### src/rtl/freq_meter_ctrl.sv
// Gate-time controller and pulse counter.
// Opens a gate of exactly GATE_CYCLES clocks, counts synchronised rising
// edges of sig_in while it is open, then latches the count with a one-cycle
// valid strobe. Single-shot or continuous back-to-back measurement.
module freq_meter_ctrl #(
  parameter int unsigned GATE_CYCLES = 50_000_000,
  parameter int unsigned CNT_WIDTH   = 26,
  parameter int unsigned TIMER_WIDTH = 26
) (
  input  logic                 clk_50MHz,
  input  logic                 clr_n,
  input  logic                 start,
  input  logic                 continuous,
  input  logic                 sig_in,
  output logic                 busy,
  output logic                 gate,
  output logic [CNT_WIDTH-1:0] freq_out,
  output logic                 freq_valid,
  output logic                 overflow
);

  typedef enum logic [1:0] {
    S_IDLE  = 2'd0,
    S_ARM   = 2'd1,
    S_GATE  = 2'd2,
    S_LATCH = 2'd3
  } state_t;

  localparam logic [TIMER_WIDTH-1:0] TIMER_LOAD = TIMER_WIDTH'(GATE_CYCLES - 1);

  state_t                 state_q;
  logic                   sync1_q, sync2_q, prev_q;
  logic                   sig_edge;
  logic [CNT_WIDTH-1:0]   cnt_q;
  logic                   ovf_sticky_q;
  logic [TIMER_WIDTH-1:0] timer_q;
  logic                   busy_q, gate_q, valid_q, ovf_q;
  logic [CNT_WIDTH-1:0]   freq_q;

  // Two-flop synchroniser plus a history flop for rising-edge detection.
  always_ff @(posedge clk_50MHz or negedge clr_n) begin
    if (!clr_n) begin
      sync1_q <= 1'b0;
      sync2_q <= 1'b0;
      prev_q  <= 1'b0;
    end else begin
      sync1_q <= sig_in;
      sync2_q <= sync1_q;
      prev_q  <= sync2_q;
    end
  end

  assign sig_edge = sync2_q & ~prev_q;

  // Measurement FSM; busy/gate are registered from the next state so they
  // are high exactly while the FSM sits in the corresponding states.
  always_ff @(posedge clk_50MHz or negedge clr_n) begin
    if (!clr_n) begin
      state_q      <= S_IDLE;
      cnt_q        <= '0;
      ovf_sticky_q <= 1'b0;
      timer_q      <= '0;
      busy_q       <= 1'b0;
      gate_q       <= 1'b0;
      valid_q      <= 1'b0;
      ovf_q        <= 1'b0;
      freq_q       <= '0;
    end else begin
      valid_q <= 1'b0;
      case (state_q)
        S_IDLE: begin
          if (start || continuous) begin
            state_q <= S_ARM;
            busy_q  <= 1'b1;
          end
        end
        S_ARM: begin
          cnt_q        <= '0;
          ovf_sticky_q <= 1'b0;
          timer_q      <= TIMER_LOAD;
          state_q      <= S_GATE;
          gate_q       <= 1'b1;
        end
        S_GATE: begin
          if (sig_edge) begin
            if (cnt_q == '1) ovf_sticky_q <= 1'b1;
            else             cnt_q        <= cnt_q + 1'b1;
          end
          if (timer_q != '0) begin
            timer_q <= timer_q - 1'b1;
          end else begin
            state_q <= S_LATCH;
            gate_q  <= 1'b0;
          end
        end
        S_LATCH: begin
          freq_q  <= cnt_q;
          ovf_q   <= ovf_sticky_q;
          valid_q <= 1'b1;
          if (continuous) begin
            state_q <= S_ARM;
          end else begin
            state_q <= S_IDLE;
            busy_q  <= 1'b0;
          end
        end
        default: begin
          state_q <= S_IDLE;
          busy_q  <= 1'b0;
          gate_q  <= 1'b0;
        end
      endcase
    end
  end

  assign busy       = busy_q;
  assign gate       = gate_q;
  assign freq_out   = freq_q;
  assign freq_valid = valid_q;
  assign overflow   = ovf_q;

endmodule

### config.mk
export PLATFORM = sky130hd
export DESIGN_NAME = freq_meter_ctrl
export DESIGN_NICKNAME = d
export VERILOG_FILES = /design/src/rtl/freq_meter_ctrl.sv
export SDC_FILE = /design/constraint.sdc
export NUM_CORES = 1
export LEC_CHECK = 0
export CAP_MARGIN = 0
export CORE_ASPECT_RATIO = 1.4
export CORE_MARGIN = 3
export CORE_UTILIZATION = 63
export DETAILED_ROUTE_END_ITERATION = 7
export GPL_TIMING_DRIVEN = 1
export HOLD_SLACK_MARGIN = 0.05
export MAX_ROUTING_LAYER = met4
export PLACE_DENSITY_LB_ADDON = 0.25
export SLEW_MARGIN = 0
export SYNTH_ARGS = -nofsm -noshare
export SYNTH_HDL_FRONTEND = slang
export SYNTH_SLANG_ARGS = --single-unit
### constraint.sdc
create_clock -name clk_50MHz -period 3.9 [get_ports clk_50MHz]
set_input_delay 1.17 -clock clk_50MHz [delete_from_list [all_inputs] [get_ports clk_50MHz]]
set_output_delay 1.17 -clock clk_50MHz [all_outputs]
set_load 0.05 [all_outputs]
==> Yosys cells after proc, flatten, opt, wreduce, memory -nomap -nowiden <==
Index checks and enable logic that the tools add are counted.
{ "word_totals": {"regBits": 88, "output_inout_bits": 30, "wordCells": 56} }
{ "op_classes": {"add_sub_neg": 2, "eq_ne": 11, "mux": 18, "bitwise": 2, "n_reduce_logical": 11} }
{ "op_table": {"columns": ["op", "count"], "rows": [
  ["26-bit one-hot mux with 2 select lines", 2],
  ["26-bit 2-to-1 mux", 3],
  ["26-bit by 1-bit adder with 26-bit output, second input constant", 1],
  ["26-bit == test, second input constant", 1],
  ["26-bit nonzero test", 1],
  ["26-bit by 1-bit subtractor with 26-bit output, second input constant", 1],
  ["2-bit != test, second input constant", 7],
  ["3-bit AND reduction", 3],
  ["2-bit one-hot mux with 4 select lines", 1],
  ["1-bit 2-to-1 mux", 7],
  ["1-bit one-hot mux with 2 select lines", 3],
  ["2-bit AND reduction", 3],
  ["2-bit == test, second input constant", 2],
  ["2-bit 2-to-1 mux", 2],
  ["2-bit nonzero test", 2],
  ["2-bit by 1-bit == test with 1-bit output, second input constant", 1],
  ["2-bit logical NOT", 1],
  ["1-bit bitwise AND", 1],
  ["1-bit logical OR", 1],
  ["1-bit NOT", 1]
]} }

==> Depth between registers and ports, before layout <==
Gate-level depths: netlist of run 1.
{ "logic_depth": {"word_depth": 4, "ltp_mapped": 10} }

==> Worst setup path after synthesis of run 1 <==
Ideal clock, no wire load.
{ "synth_path": {"path_type": "reg2reg", "start": "register timer_q[14]", "end": "register timer_q[15]", "setup_ns": 0.136, "t_arrival_ns": 2.318, "required_ns": 3.764, "setup_slack_ns": 1.445, "stages_incl_launch_ff": 8, "n_path_buf": 2, "path_cell_list": "dfrtp_1 or4_4 or3_1 buf_6 or4_4 buf_6 a31oi_1 o21ai_1"} }
{ "synth_via": {"elab_chain_cells": 3, "elab_cells_between_ends": 6, "classes_between": "add/sub: 1; eq/ne: 1; mux: 2; reduce/logical: 2"} }
{ "synth_lines": {"columns": ["element", "line_no", "text"], "rows": [
  ["start: declaration", "36", "logic [TIMER_WIDTH-1:0] timer_q;"],
  ["start signal: assignment", "90", "timer_q <= timer_q - 1'b1;"],
  ["26-bit by 1-bit subtractor with 26-bit output / 26-bit nonzero test (equally long branches)", "90, 89", null],
  ["26-bit 2-to-1 mux / 2-bit != test (equally long branches)", null, null],
  ["26-bit one-hot mux with 2 select lines / 2-bit AND reduction (equally long branches)", null, null]
]} }
Several ways; a longest one is shown, not always the timed one. The select of a mux whose other input is x is not followed.
A chain may end at the register's enable or synchronous reset.

==> Worst setup path after layout of run 1 <==
{ "layout_path": {"start": "register cnt_q[0]", "end": "register cnt_q[17]"} }
{ "layout_via": {"elab_chain_cells": 4, "elab_cells_between_ends": 7, "classes_between": "add/sub: 1; eq/ne: 2; mux: 3; reduce/logical: 1"} }
{ "layout_lines": {"columns": ["element", "line_no", "text"], "rows": [
  ["start: declaration", "34", "logic [CNT_WIDTH-1:0] cnt_q;"],
  ["start signal: assignment", "87", "else cnt_q <= cnt_q + 1'b1;"],
  ["26-bit by 1-bit adder with 26-bit output", "87", null],
  ["26-bit 2-to-1 mux", "86", "if (cnt_q == '1) ovf_sticky_q <= 1'b1;"],
  ["26-bit 2-to-1 mux", "85", "if (sig_edge) begin"],
  ["26-bit one-hot mux with 2 select lines", "70", "case (state_q)"]
]} }
Several ways; a longest one is shown, not always the timed one. The select of a mux whose other input is x is not followed.

==> metrics.md, run 1 <==
| Metric | Value |
|---|---|
| Status | `finished clean` |
| Compound-Gate Fraction of Synth Area | `a little over an eighth` |
| Grt met3 use | `under 10%` |
| Vias in the first global route | `around 3.6k` |
| Cts repair resizes | `0` |
| Mux cell area share after synthesis | `9.33%` |
| Post-DP HPWL | `6590 µm` |
| EDFF count, synth | `0` |
| Layout Nets | `468` |
| GR Util All Layers | `25.7%` |
| Most frequent cell after synthesis | `dfrtp_1` |
| RSZ-0062 raised after global routing | `false` |
| Global-route wire length before repair | `16,500 µm` |
| Worst vdd ir | `0.284 mV` |
| Buf/Inv on CP | `1` |
| Post-synth ARST share | `100%` |
| Post-synthesis adder-cell area fraction | `1.97%` |
| DRT antenna net count | `0` |
| Post-route DRC | `0` |
| Min cycle time layout | `between 2 and 3 ns` |
| Die X | `77.1 µm` |
| GR Util met2 | `between 40 and 50%` |
| Wirelength per Cell | `17.9 µm` |
| Worst-Margin Slew | `1.07 ns` |
| Gr ovfl total | `0` |
| DRT Pass-1 Iters | `5` |
| Mean Syn Cell Area | `10.4 µm²` |
| CP required | `4.19 ns` |
| Initial DRC count | `340` |
| Max Cap Violations | `0` |
| Initial antenna violation count | `0` |
| Root buffer cell | `clkbuf_8` |
| CP max FO | `15` |
| Overall power | `0.00175 W` |
| Delay-heaviest family, CP | `simple AND/OR/NAND/NOR gates` |
| CP peak stage delay | `0.69 ns` |
| Final Setup Violations | `0` |
| Max clock buf depth | `2` |
| Library cells used by synthesis | `between 50 and 60` |
| F_max | `0.345 GHz` |
| Hold buffers post-CTS | `0` |
| Clk_lat worst skew | `0.36 ns` |
| Synth Area in Simple Gates | `22.2%` |
| Syn_nets | `442` |
| Largest net degree at the start of global routing | `a little under 90` |
| Final Hold Fails | `0` |
| Filler cell count | `478` |
| Slew Viols, Final | `0` |
| Area grow syn2layout | `13.2%` |
| Type of the worst setup path | `reg -> reg` |
| XOR/XNOR share of the synthesized area | `less than 1%` |
| Post-synthesis sequential area ratio | `49.5%` |
| I/O Buffers | `34` |
| Worst Setup End Kind | `register` |
| Most common library cells after synthesis | `dfrtp_1, nand2_1, mux2_2` |
| Met1 Use GR | `a little under 30%` |
| Share of cells above drive strength 1 | `12.6%` |
| Htree depth | `3` |
| Die Area | `8130 µm²` |
| Synth top area share | `49.5%` |
| Area leader, netlist | `dfrtp_1` |
| Placer Congestion | `0.868` |
| Mapped cell area | `4450 µm²` |
| Clock buffers created by TritonCTS | `9` |
| Register bit total from synthesis | `a little under 90` |
| TritonCTS clock tree | `built` |
| Final WL | `9920 µm` |
| Slew HR | `28.4%` |
| Die Ht | `105 µm` |
| Max Clock Skew | `0.0118 ns` |
| Crit-path cells | `ha_1, nand3_1, nor4_2, a31oi_1, buf_4, nor2_1, a211o_1` |
| Via/cell ratio | `6.58` |
| Largest family of logic cells by synthesized area | `simple AND/OR/NAND/NOR gates` |
| Ys Warns | `0` |
| Total I/O pin count | `35` |
| Grt peak-use layer | `met2` |
| Class of the worst hold path | `reg -> reg` |
| Vias | `~3.6k` |
| Pleak | `2.28 nW` |
| Ys flop type | `dfrtp_1` |
| Ranking of synthesized cells by area | `dfrtp_1, mux2_2, nor3_1, nand2_1, nand3_1` |
| Antenna diode count | `0` |
| # clock sinks | `a little under 90` |
| Rows | `35` |
| Starting Density | `66.5%` |
| Postcts setup bufs | `0` |
| Startpoint Class | `register` |
| Setup TNS | `0 ns` |
| Final period util | `74.4%` |
| Slowest library cell on the worst path | `nor2_1` |
| Core Region | `about 6700 µm²` |
| CP arrival | `3.20 ns` |
| Syn Inst Count | `430` |
| PD cells | `347 nW/µm²` |
| CTS clk-pin slew, worst paths | `~0.08 ns` |
## layout by cell type (no fill, tap or decap), types with 8 or more instances in the layout
cell / n
a21oi_1: 11
a31oi_1: 10
and3_1: 16
clkbuf_8: 9
clkdlybuf4s50_1: 33
dfrtp_1: 88
inv_1: 12
mux2_2: 28
mux2i_1: 10
nand2_1: 29
nand3_1: 21
nand4_1: 8
nor2_1: 24
nor3_1: 24
nor4_1: 15
o21ai_0: 9
## kinds of logic after synthesis
| family | Yosys count |
|---|---|
| AND/OR/NAND/NOR | 178 |
| flip-flops | 88 |
| AO/OA/AOI/OAI | 82 |
| multiplexers | 38 |
| buffers and inverters | 35 |
| adder cells (fa/ha/maj) | 7 |
| XOR/XNOR | 2 |
## through the flow
step / hold slack (ns) / cells / util (%) / setup WS, ns / cell area (µm²)
after floorplan: 0.331 / 430 / - / 1.45 / 4450
after global placement: 0.335 / 537 / 72.1 / 1.07 / 4830
after detailed placement: 0.369 / 537 / 72.1 / 1.02 / 4830
after CTS: 0.386 / 553 / 75.2 / 0.991 / 5040
after global routing: 0.392 / 553 / 75.2 / 0.655 / 5040
final: 0.387 / 553 / 75.2 / 0.999 / 5040
## report_power, final
group          leakage (nW)  total (W)  switching (W)  internal, W
clock                 0.104   0.000684       0.000323     0.000362
sequential             1.12   0.000982      0.0000450     0.000937
combinational          1.05  0.0000837      0.0000526    0.0000311
total                  2.28    0.00175       0.000420      0.00133
## state kept, by name, indices dropped and copies added, names as in the netlist
signal	count
busy	1
cnt_q	26
freq_out	26
freq_valid	1
gate	1
overflow	1
ovf_sticky_q	1
prev_q	1
state_q	2
sync1_q	1
sync2_q	1
timer_q	26
## metal layers
layer | routed length [µm] | vias to the layer above
met3 | 453 | 23
li1 | - | 1677
met5 | 0 | -
met1 | 4020 | 1811
met4 | 220 | 0
met2 | 5220 | 125
## final timing paths
check | startpoint | to | slack [ns] | cells after the start
max | cnt_q[0]$_DFFE_PN0P_ | cnt_q[17]$_DFFE_PN0P_ | 1.0 | 7
min | sync2_q$_DFF_PN0_ | prev_q$_DFF_PN0_ | 0.39 | 0
max reg2reg | cnt_q[0]$_DFFE_PN0P_ | cnt_q[17]$_DFFE_PN0P_ | 1.0 | 7
min reg2reg | sync2_q$_DFF_PN0_ | prev_q$_DFF_PN0_ | 0.39 | 0
max in group asynchronous | clr_n | ovf_sticky_q$_DFFE_PN0P_ | 2.21 | 1
min in group asynchronous | clr_n | timer_q[16]$_DFFE_PN0P_ | 0.99 | 1
## worst register-to-register path: cells and delay by family, from the launching register on
kind                       cells  cell delay (ns)
AOI/OAI and AO/OA              2             0.40
DFF                            1             0.48
adders and majority gates      1             0.24
buffers and inverters          1             0.23
and+or+nand+nor                3             1.50
## cell type report
cell class / count / area [µm²] / area share [%]
clock inverter: 5 / 81.3 / 1.61
tap: 92 / 115 / 2.28
inverter: 12 / 45.0 / 0.894
clock buffer: 11 / 131 / 2.61
timing repair buffer: 38 / 368 / 7.30
sequential: 88 / 2200 / 43.7
multi-input combinational: 307 / 2100 / 41.6
No activity file was read; power rests on OpenSTA's default activity.
==> run 2: changes to the inputs <==
- CORE_UTILIZATION: 63 -> 58
- clock period: 3.9 -> 2.9 ns (I/O delays scaled with it)
==> metrics.md, run 2 (same netlist as run 1, synthesis figures left out) <==
| Metric | Value |
|---|---|
| Status | `finished clean` |
| Crit-path cells | `or4_1, or4_4, o31a_1, a311oi_1, a41oi_1` |
| Area grow syn2layout | `14.5%` |
| CP arrival | `2.79 ns (-0.41 ns)` |
| Root buffer cell | `clkbuf_8` |
| Via/cell ratio | `6.39 (-2.7%)` |
| Final Setup Violations | `0 (unchanged)` |
| Slew Viols, Final | `0 (unchanged)` |
| Final core occ | `68.9% (-6.4 points)` |
| FF-to-FF path depth | `5 (-2)` |
| Largest net degree at the start of global routing | `46 (-48%)` |
| Postcts setup bufs | `0 (unchanged)` |
| Final WL | `9840 µm (-0.76%)` |
| Class of the worst hold path | `reg -> reg` |
| Startpoint Class | `register` |
| Fin area | `5100 µm² (+1.2%)` |
| CP max FO | `9 (-6)` |
| Pleak | `2.31 nW (+1.6%)` |
| Cts repair resizes | `0 (unchanged)` |
| Die X | `80.1 µm (+3.9%)` |
| Max clock buf depth | `2 (unchanged)` |
| Worst-Margin Slew | `0.732 ns (-0.341 ns)` |
| Slowest library cell on the worst path | `or4_1` |
| Placed insts | `550 (+2.4%)` |
| DRT Pass-1 Iters | `5 (unchanged)` |
| Htree depth | `3 (unchanged)` |
| Post-route DRC | `0 (unchanged)` |
| Type of the worst setup path | `reg -> reg` |
| Fin cells | `565 (+2.2%)` |
| Slew HR | `50.7% (+22 points)` |
| Max Cap Violations | `0 (unchanged)` |
| Total I/O pin count | `35 (unchanged)` |
| Most frequent cells in the layout | `dfrtp_1, clkdlybuf4s50_1, nand2_1` |
| Hold buffers post-CTS | `0 (unchanged)` |
| CTS clk-pin slew, worst paths | `0.09 ns (about the same)` |
| Rows | `37 (+5.7%)` |
| Vias in the first global route | `3,473 (-2.3%)` |
| Clk_lat worst skew | `0.36 ns (about the same)` |
| Filler cell count | `579 (+21%)` |
| Power share of the clock group | `37.1% (-2.0 points)` |
| Share of cells above drive strength 1 | `14.3% (+1.7 points)` |
| Antenna diode count | `0 (unchanged)` |
| RSZ-0062 raised after global routing | `false` |
| Gr ovfl total | `0 (unchanged)` |
| GR Util All Layers | `24.9% (-0.82 points)` |
| TritonCTS clock tree | `built` |
| Initial DRC count | `155 (-54%)` |
| F_max | `0.388 GHz (+13%)` |
| PD cells | `449 nW/µm² (+29%)` |
| Buf/Inv on CP | `0 (-1)` |
| # clock sinks | `88 (unchanged)` |
| Die Ht | `110 µm (+4.0%)` |
| Hold path cells | `0 (unchanged)` |
| Clock buffers created by TritonCTS | `9 (unchanged)` |
| Vias | `3,613 (-0.63%)` |
| Layout Nets | `476 (+1.7%)` |
| Reg power frac | `57.7% (+1.6 points)` |
| Switch Pwr | `0.000581 W (+38%)` |
| Worst vdd ir | `0.380 mV (+34%)` |
| Final Hold Fails | `0 (unchanged)` |
| CP peak stage delay | `0.65 ns (-0.04 ns)` |
| Post-DP HPWL | `6940 µm (+5.2%)` |
| Leading cell type in the layout, fill and taps excluded | `dfrtp_1` |
| CP required | `3.11 ns (-1.08 ns)` |
| Final period util | `88.8% (+14 points)` |
| Placer Congestion | `0.913 (+5.2%)` |
| Die Area | `8780 µm² (+8.0%)` |
| Global-route wire length before repair | `16,500 µm (+0.33%)` |
| Wirelength per Cell | `17.4 µm (-2.9%)` |
| Initial antenna violation count | `0 (unchanged)` |
| Max Clock Skew | `0.00722 ns (-0.00454 ns)` |
| Gate power share | `5.2% (+0.4 points)` |
| Starting Density | `60.1% (-6.3 points)` |
| I/O Buffers | `34 (unchanged)` |
| Placed cell areas | `4910 µm² (+1.6%)` |
| Core Region | `7410 µm² (+11%)` |
| Worst Setup End Kind | `register` |
| Min cycle time layout | `2.57 ns (-0.327 ns)` |
| Delay-heaviest family, CP | `simple AND/OR/NAND/NOR gates` |
| Levels on crit path | `5 (-2)` |
| Setup TNS | `0 ns (unchanged)` |
| Pint | `0.00171 W (+28%)` |
| Sw Ratio | `25.4% (+1.4 points)` |
| DRT antenna net count | `0 (unchanged)` |
[run 2: cell types whose count changed in the layout (fill, tap and decap cells not counted)]
| cell | previous run | this run |
|---|---|---|
| buf_12 | 0 | 1 |
| buf_4 | 5 | 12 |
| bufinv_16 | 2 | 1 |
| clkbuf_1 | 2 | 0 |
| inv_6 | 0 | 2 |
[run 2: layer usage]
metal	track usage, %	share of wire, %	vias up
met5	-	0	-
met4	9.78	2.6	0
met3	3.85	3.6	16
met2	44.1	53	86
met1	28.1	41	1811
li1	-	-	1700
[run 2: through the flow]
| stage | hold slack (ns) | setup slack (ns) | power, W |
|---|---|---|---|
| final | 0.362 | 0.325 | 0.00229 |
| after detailed placement | 0.341 | 0.364 | 0.00146 |
| after CTS | 0.362 | 0.359 | 0.00230 |
| after global routing | 0.367 | 0.200 | 0.00237 |
| after floorplan | 0.331 | 0.445 | 0.00139 |
| after global placement | 0.333 | 0.428 | 0.00145 |
[run 2: worst paths after layout]
check	from	end	slack [ns]
worst max-delay path	timer_q[6]$_DFFE_PN0P_	timer_q[6]$_DFFE_PN0P_	0.33
worst min-delay path	sync1_q$_DFF_PN0_	sync2_q$_DFF_PN0_	0.36
worst max register to register	timer_q[6]$_DFFE_PN0P_	timer_q[6]$_DFFE_PN0P_	0.33
worst min register to register	sync1_q$_DFF_PN0_	sync2_q$_DFF_PN0_	0.36
max in group asynchronous	clr_n	freq_valid$_DFF_PN0_	1.79
min in group asynchronous	clr_n	cnt_q[3]$_DFFE_PN0P_	0.49
[run 2: power by group through the flow]
| stage | Sequential [W] | Clock, W | Combinational (W) |
|---|---|---|---|
| 2_1_floorplan | 0.00133 | 0 | 0.0000693 |
| 3_3_place_gp | 0.00134 | 0 | 0.000114 |
| 3_5_place_dp | 0.00134 | 0 | 0.000120 |
| 4_1_cts | 0.00132 | 0.000866 | 0.000120 |
| 5_1_grt | 0.00133 | 0.000905 | 0.000135 |
| 6_report | 0.00132 | 0.000849 | 0.000118 |
[run 2: area by class of cell]
| class | instances | area, µm² | share of cell area [%] |
|---|---|---|---|
| inverters | 12 | 45.0 | 0.883 |
| flip-flops and latches | 88 | 2200 | 43.2 |
| multi-input cells | 307 | 2100 | 41.1 |
| clock inverters | 6 | 68.8 | 1.35 |
| repair buffers | 46 | 440 | 8.64 |
| clock buffers | 9 | 124 | 2.43 |
| well taps | 97 | 121 | 2.38 |
